==> config.mk <==
export PLATFORM = sky130hd
export DESIGN_NAME = bus_arbiter
export DESIGN_NICKNAME = d
export VERILOG_FILES = /design/src/rtl/bus_arbiter_pkg.sv /design/src/rtl/bus_addr_decode.sv /design/src/rtl/bus_arbiter.sv
export SDC_FILE = /design/constraint.sdc
export NUM_CORES = 1
export LEC_CHECK = 0
export CORE_ASPECT_RATIO = 1.75
export CORE_MARGIN = 4
export CORE_UTILIZATION = 52
export CTS_CLUSTER_SIZE = 28
export DETAILED_ROUTE_END_ITERATION = 8
export GPL_ROUTABILITY_DRIVEN = 0
export PLACE_DENSITY = 0.88
export SKIP_CTS_REPAIR_TIMING = 1
export SYNTH_ARGS = -nofsm -noshare
export SYNTH_HDL_FRONTEND = slang
export SYNTH_SLANG_ARGS = --single-unit
==> constraint.sdc <==
create_clock -name clk -period 3.25 [get_ports clk]
set_input_delay 0.65 -clock clk [delete_from_list [all_inputs] [get_ports clk]]
set_output_delay 0.65 -clock clk [all_outputs]
set_load 0.1 [all_outputs]
==> src/rtl/bus_arbiter_pkg.sv <==
// Shared definitions for the MCU bus arbiter: widths, default memory map,
// FSM state codes and the latched master request payload.
package bus_arbiter_pkg;

   localparam int unsigned ADDR_W = 16;
   localparam int unsigned DATA_W = 8;
   localparam int unsigned CNT_W  = 3;

   // Default memory map: RAM $0000-$01FF, PIO $0200-$020F
   localparam logic [ADDR_W-1:0] RAM_LAST_DEF = 16'h01FF;
   localparam logic [ADDR_W-1:0] PIO_BASE_DEF = 16'h0200;
   localparam logic [ADDR_W-1:0] PIO_LAST_DEF = 16'h020F;

   // Read data returned for addresses outside RAM and PIO
   localparam logic [DATA_W-1:0] UNMAPPED_DATA = 8'hFF;

   typedef enum logic [1:0] {
      ST_IDLE   = 2'd0,
      ST_ACCESS = 2'd1,
      ST_WAIT   = 2'd2,
      ST_ACK    = 2'd3
   } state_e;

   // Request captured from the winning master at grant time
   typedef struct packed {
      logic [ADDR_W-1:0] addr;
      logic [DATA_W-1:0] wdata;
      logic              we;
      logic              re;
   } bus_req_t;

endpackage

==> src/rtl/bus_addr_decode.sv <==
// Combinational address decoder for the MCU bus.
// Ports:
//   addr      in  16  bus address
//   sel_ram_c out 1   address falls in RAM ($0000..RAM_LAST)
//   sel_pio_c out 1   address falls in PIO (PIO_BASE..PIO_LAST)
module bus_addr_decode
   import bus_arbiter_pkg::*;
#(
   parameter logic [ADDR_W-1:0] RAM_LAST = RAM_LAST_DEF,
   parameter logic [ADDR_W-1:0] PIO_BASE = PIO_BASE_DEF,
   parameter logic [ADDR_W-1:0] PIO_LAST = PIO_LAST_DEF
) (
   input  logic [ADDR_W-1:0] addr,
   output logic              sel_ram_c,
   output logic              sel_pio_c
);

   // RAM starts at $0000, so only the upper bound needs a compare
   always_comb begin
      sel_ram_c = (addr <= RAM_LAST);
      sel_pio_c = (addr >= PIO_BASE) && (addr <= PIO_LAST);
   end

endmodule

==> src/rtl/bus_arbiter.sv <==
// Two-master round-robin arbiter and sequencer for the MCU memory bus.
// m0 = CPU, m1 = DMA/debug. One transaction in flight: IDLE -> ACCESS ->
// [WAIT] -> ACK -> IDLE. All outputs are registered.
// Ports:
//   clk, rst                 clock; asynchronous active-low reset
//   req0/1, addr0/1,
//   wdata0/1, we0/1, re0/1   master request inputs (held until ackN)
//   gnt0/1, ack0/1, rdata0/1 master responses
//   bus_addr, bus_wdata,
//   bus_rden, bus_wren,
//   ce_ram, ce_pio           shared bus towards RAM / PIO
//   ram_rdata, pio_rdata     read data from RAM / PIO
module bus_arbiter
   import bus_arbiter_pkg::*;
#(
   parameter logic [ADDR_W-1:0] RAM_LAST = RAM_LAST_DEF,
   parameter logic [ADDR_W-1:0] PIO_BASE = PIO_BASE_DEF,
   parameter logic [ADDR_W-1:0] PIO_LAST = PIO_LAST_DEF,
   parameter int unsigned       RD_LAT   = 1
) (
   input  logic              clk,
   input  logic              rst,
   input  logic              req0,
   input  logic              req1,
   input  logic [ADDR_W-1:0] addr0,
   input  logic [ADDR_W-1:0] addr1,
   input  logic [DATA_W-1:0] wdata0,
   input  logic [DATA_W-1:0] wdata1,
   input  logic              we0,
   input  logic              we1,
   input  logic              re0,
   input  logic              re1,
   output logic              gnt0,
   output logic              gnt1,
   output logic              ack0,
   output logic              ack1,
   output logic [DATA_W-1:0] rdata0,
   output logic [DATA_W-1:0] rdata1,
   output logic [ADDR_W-1:0] bus_addr,
   output logic [DATA_W-1:0] bus_wdata,
   output logic              bus_rden,
   output logic              bus_wren,
   output logic              ce_ram,
   output logic              ce_pio,
   input  logic [DATA_W-1:0] ram_rdata,
   input  logic [DATA_W-1:0] pio_rdata
);

   state_e            state_q, state_d;
   bus_req_t          txn_q, txn_d;
   logic              sel_q, sel_d;       // owner of current transaction (1 = m1)
   logic              last_q, last_d;     // master served most recently
   logic [CNT_W-1:0]  cnt_q, cnt_d;

   logic              gnt0_q, gnt0_d, gnt1_q, gnt1_d;
   logic              ack0_q, ack0_d, ack1_q, ack1_d;
   logic [DATA_W-1:0] rdata0_q, rdata0_d, rdata1_q, rdata1_d;
   logic [ADDR_W-1:0] bus_addr_q, bus_addr_d;
   logic [DATA_W-1:0] bus_wdata_q, bus_wdata_d;
   logic              bus_rden_q, bus_rden_d, bus_wren_q, bus_wren_d;
   logic              ce_ram_q, ce_ram_d, ce_pio_q, ce_pio_d;

   logic              win_c;
   bus_req_t          cand_c;
   logic [ADDR_W-1:0] dec_addr_c;
   logic              sel_ram_c, sel_pio_c;
   logic              mapped_c;
   logic [DATA_W-1:0] rd_mux_c;

   // Winner selection: a lone requester wins; on contention the master
   // not served last wins. The decoder sees the candidate in IDLE and the
   // latched address for the rest of the transaction.
   always_comb begin
      win_c      = (req0 && req1) ? ~last_q : req1;
      cand_c     = win_c ? '{addr: addr1, wdata: wdata1, we: we1, re: re1}
                         : '{addr: addr0, wdata: wdata0, we: we0, re: re0};
      dec_addr_c = (state_q == ST_IDLE) ? cand_c.addr : txn_q.addr;
   end

   bus_addr_decode #(
      .RAM_LAST (RAM_LAST),
      .PIO_BASE (PIO_BASE),
      .PIO_LAST (PIO_LAST)
   ) u_decode (
      .addr      (dec_addr_c),
      .sel_ram_c (sel_ram_c),
      .sel_pio_c (sel_pio_c)
   );

   always_comb begin
      mapped_c = sel_ram_c || sel_pio_c;
      rd_mux_c = sel_ram_c ? ram_rdata : (sel_pio_c ? pio_rdata : UNMAPPED_DATA);
   end

   // Next-state and registered-output logic
   always_comb begin
      state_d     = state_q;
      txn_d       = txn_q;
      sel_d       = sel_q;
      last_d      = last_q;
      cnt_d       = cnt_q;
      gnt0_d      = gnt0_q;
      gnt1_d      = gnt1_q;
      ack0_d      = 1'b0;
      ack1_d      = 1'b0;
      rdata0_d    = rdata0_q;
      rdata1_d    = rdata1_q;
      bus_addr_d  = bus_addr_q;
      bus_wdata_d = bus_wdata_q;
      bus_rden_d  = bus_rden_q;
      bus_wren_d  = bus_wren_q;
      ce_ram_d    = ce_ram_q;
      ce_pio_d    = ce_pio_q;

      case (state_q)
         ST_IDLE: begin
            if (req0 || req1) begin
               state_d     = ST_ACCESS;
               sel_d       = win_c;
               txn_d       = cand_c;
               gnt0_d      = ~win_c;
               gnt1_d      = win_c;
               bus_addr_d  = cand_c.addr;
               bus_wdata_d = cand_c.wdata;
               // we wins over re; neither or unmapped leaves the bus quiet
               ce_ram_d    = (cand_c.we || cand_c.re) && sel_ram_c;
               ce_pio_d    = (cand_c.we || cand_c.re) && sel_pio_c;
               bus_wren_d  = cand_c.we && mapped_c;
               bus_rden_d  = !cand_c.we && cand_c.re && mapped_c;
            end
         end

         ST_ACCESS: begin
            bus_addr_d  = txn_q.addr;
            bus_wdata_d = txn_q.wdata;
            if (!txn_q.we && txn_q.re) begin
               state_d = ST_WAIT;
               cnt_d   = CNT_W'(RD_LAT);
            end else begin
               state_d    = ST_ACK;
               ack0_d     = ~sel_q;
               ack1_d     = sel_q;
               bus_wren_d = 1'b0;
               bus_rden_d = 1'b0;
               ce_ram_d   = 1'b0;
               ce_pio_d   = 1'b0;
            end
         end

         ST_WAIT: begin
            bus_addr_d  = txn_q.addr;
            bus_wdata_d = txn_q.wdata;
            cnt_d       = cnt_q - CNT_W'(1);
            if (cnt_q == CNT_W'(1)) begin
               state_d    = ST_ACK;
               ack0_d     = ~sel_q;
               ack1_d     = sel_q;
               bus_rden_d = 1'b0;
               ce_ram_d   = 1'b0;
               ce_pio_d   = 1'b0;
               if (sel_q) rdata1_d = rd_mux_c;
               else       rdata0_d = rd_mux_c;
            end
         end

         ST_ACK: begin
            state_d = ST_IDLE;
            last_d  = sel_q;
            gnt0_d  = 1'b0;
            gnt1_d  = 1'b0;
         end

         default: state_d = ST_IDLE;
      endcase
   end

   // State and output registers; last_q resets to 1 so m0 wins the first tie
   always_ff @(posedge clk or negedge rst) begin
      if (!rst) begin
         state_q     <= ST_IDLE;
         txn_q       <= '0;
         sel_q       <= 1'b0;
         last_q      <= 1'b1;
         cnt_q       <= '0;
         gnt0_q      <= 1'b0;
         gnt1_q      <= 1'b0;
         ack0_q      <= 1'b0;
         ack1_q      <= 1'b0;
         rdata0_q    <= '0;
         rdata1_q    <= '0;
         bus_addr_q  <= '0;
         bus_wdata_q <= '0;
         bus_rden_q  <= 1'b0;
         bus_wren_q  <= 1'b0;
         ce_ram_q    <= 1'b0;
         ce_pio_q    <= 1'b0;
      end else begin
         state_q     <= state_d;
         txn_q       <= txn_d;
         sel_q       <= sel_d;
         last_q      <= last_d;
         cnt_q       <= cnt_d;
         gnt0_q      <= gnt0_d;
         gnt1_q      <= gnt1_d;
         ack0_q      <= ack0_d;
         ack1_q      <= ack1_d;
         rdata0_q    <= rdata0_d;
         rdata1_q    <= rdata1_d;
         bus_addr_q  <= bus_addr_d;
         bus_wdata_q <= bus_wdata_d;
         bus_rden_q  <= bus_rden_d;
         bus_wren_q  <= bus_wren_d;
         ce_ram_q    <= ce_ram_d;
         ce_pio_q    <= ce_pio_d;
      end
   end

   assign gnt0      = gnt0_q;
   assign gnt1      = gnt1_q;
   assign ack0      = ack0_q;
   assign ack1      = ack1_q;
   assign rdata0    = rdata0_q;
   assign rdata1    = rdata1_q;
   assign bus_addr  = bus_addr_q;
   assign bus_wdata = bus_wdata_q;
   assign bus_rden  = bus_rden_q;
   assign bus_wren  = bus_wren_q;
   assign ce_ram    = ce_ram_q;
   assign ce_pio    = ce_pio_q;

endmodule

==> flow_metrics.py <==
metrics = {
    "global_route": {
        "grt_pass1_vias": 3826,
        "antenna_found_initial": 0,
        "grt_pass1_wl_mm": 17.9,
        "grt_most_used_layer": "met2",
        "grt_max_degree": 82,
        "grtUsageMet1_pct": 28.2,
        "grt_overflow": 0,
        "grt_util_met3_pct": 4.36,
        "gr-usage-met2_pct": 40.1,
        "grtUsageTotal_pct": 24.2,
    },
    "detailed_routing": {
        "drt_iter0_drc": 219,
        "ant_nets": 0,
        "route.detailed.drc": 0,
        "drt-total-wl_mm": 11.2,
        "vias": 3883,
        "routed_via_density": 5.85,
        "wl_per_cell_microns": 16.9,
        "first_pass_iters": 5,
    },
    "clock_tree": {
        "cts_root_buf": "clkbuf_16",
        "cts.clk_slew.worst_paths_ps": 60,
        "cts_tree": "done",
        "clk_path_buf_depth": 2,
        "clock_latency_ps": 330,
        "clock_sinks": 81,
        "cts_max_level": 3,
        "cts_inserted_buffers": 9,
    },
    "timing": {
        "period_needed_ps": 2840,
        "maxClockFrequency_mhz": 352,
        "grt_setup_unrepaired": "no",
        "setup_viol": 0,
        "worst_clock_skew_ps": 3.63,
        "slew_headroom_pct": 32.2,
        "final_hold_viol_count": 0,
        "tns_ps": 0,
        "drv_slew": 0,
        "post-route-period-util_pct": 87.5,
        "worst_pin_slew_ps": 1020,
    },
    "min_path": {
        "hold_class": "reg -> reg",
        "whs_path_depth": 2,
    },
    "synth": {
        "avgSynthCellArea_sq_um": 9.10,
        "synth_edf_count": 0,
        "synthCells": 459,
        "syn_area_sq_um": 4180,
        "syn_nets": 538,
        "seq_area_frac_synth_pct": 48.5,
        "synth-main-ff-cell": "dfrtp_1",
        "ys_ff_latch": 81,
        "ys.warnings.count": 0,
        "async_reset_ff_share_pct": 100,
        "yosysUniqueCellTypes": 46,
    },
    "layout": {
        "diodes": 0,
        "drive_gt1_share_pct": 15.5,
        "syn_to_final_growth_pct": 35.2,
        "multi_input_area_sq_um": 2020,
        "layout_commonest_cell": "dfrtp_1",
        "fillers": 599,
        "final-seq-area_sq_um": 2030,
        "final_cell_mix": "dfrtp_1 (80), nand2_1 (70), clkdlybuf4s50_1 (70), nor2_1 (63), o21ai_0 (62)",
        "nets": 649,
    },
    "die": {
        "io_pins": 120,
        "dieArea_sq_um": 9590,
        "start_util_pct": 52.8,
        "rows": 43,
        "die_x_microns": 75.8,
        "die_y_microns": 127,
        "core_sq_um": 7910,
    },
    "setup_path": {
        "critPathRequiredTime_ps": 3470,
        "reg2reg_depth": 7,
        "cpMaxStageDelayCell": "a221oi_4",
        "cp_slowest_stage_delay_ps": 660,
        "worst_setup_path_end_kind": "flip-flop",
        "crit_path_max_fanout": 28,
        "path_cells": "inv_1 -> ha_2 -> nor4b_1 -> mux2i_1 -> a221oi_4 -> a21oi_1 -> o21a_1",
        "startpoint_type": "flip-flop",
        "worstSetupPathType": "reg -> reg",
        "worst_ep_arrival_time_ps": 3060,
    },
    "placed_design": {
        "hpwl_mm": 8.20,
        "port-buffer-count": 119,
    },
    "job": {
        "cap_violations": 0,
    },
    "status": {
        "outcome": "finished, final reports clean",
    },
}
==> cell usage after synthesis (2+ instances only) <==
cell type	n	area, sq um
nor4b_1	3	26.3
nand2_1	70	263
o221a_2	7	78.8
nor2_1	63	236
nand3_1	4	20.0
a21oi_1	38	190
ha_1	7	87.6
o21ai_0	62	310
inv_1	9	33.8
dfrtp_1	80	2000
o41ai_1	3	26.3
mux2i_1	29	290
nand4_2	2	25.0
buf_2	5	25.0
nand2b_1	2	12.5
a22o_1	5	43.8
buf_4	3	22.5
nand3b_1	2	15.0
clkbuf_1	17	63.8
a31oi_1	2	12.5
or4_1	2	15.0
o21a_1	12	90.1
and2_1	3	18.8
nor4_1	6	37.5
nor3_1	2	10.0
==> metal layers <==
layer / vias up / routed length [microns]
li1: 1839 / -
met1: 1839 / 4240
met2: 167 / 5830
met3: 38 / 678
met4: 0 / 488
met5: - / 0
==> metrics by stage <==
stage | instance area, sq um | std cells | util (%) | hold WS (ps) | setup slack (ps)
finish | 5650 | 664 | 71.4 | 480 | 407
CTS | 5650 | 664 | 71.4 | 482 | 451
global route | 5650 | 664 | 71.4 | 510 | 244
detailed placement | 5320 | 649 | 67.3 | 466 | 222
global placement | 5320 | 649 | 67.3 | 462 | 298
floorplan | 4180 | 459 | - | 354 | 1090
==> path summary, 6_finish.rpt <==
kind,from,to,slack (ps)
setup / recovery,state_q[0],rdata0[7],410
hold / removal,txn_q[5],txn_q[5],480
setup reg to reg,state_q[0],rdata0[7],410
hold reg to reg,txn_q[5],txn_q[5],480
max in group asynchronous,rst,txn_q[15],2110
min in group asynchronous,rst,sel_q,490
==> final cells by class <==
cell class / count / share of cell area (%)
timing repair buffer: 127 / 20.0
inverter: 9 / 0.598
multi-input combinational: 342 / 35.7
clock buffer: 13 / 4.78
tap: 90 / 1.99
sequential: 81 / 35.9
clock inverter: 2 / 1.06
==> worst max-delay path, delay by kind of cell, from the launching register on <==
kind	cells	cell delay [ps]
buffers and inverters	1	150
adders and majority gates	1	590
DFF	1	410
AOI/OAI and AO/OA	3	980
and+or+nand+nor	1	370
muxes	1	210
==> kinds of logic (layout without fill, tap and decap cells) <==
kind of cell,after synthesis,after routing,share of synthesized area (%)
adder cells (fa/ha/maj),7,7,2.10
multiplexers,31,31,7.75
AO/OA/AOI/OAI,141,141,20.8
buffers and inverters,36,151,3.83
flip-flops,81,81,48.5
AND/OR/NAND/NOR,163,163,16.9
==> state kept, by name, indices dropped and copies added (netlist names) <==
register	cells
gnt1	1
txn_q	26
bus_addr	16
state_q	2
bus_wren	1
ack0	1
ack1	1
ce_pio	1
rdata0	8
sel_q	1
gnt0	1
ce_ram	1
last_q	1
rdata1	8
cnt_q	3
bus_wdata	8
bus_rden	1
Power is not shown: default switching activity piles up to over one toggle a cycle in this logic, so the estimate is an artifact.
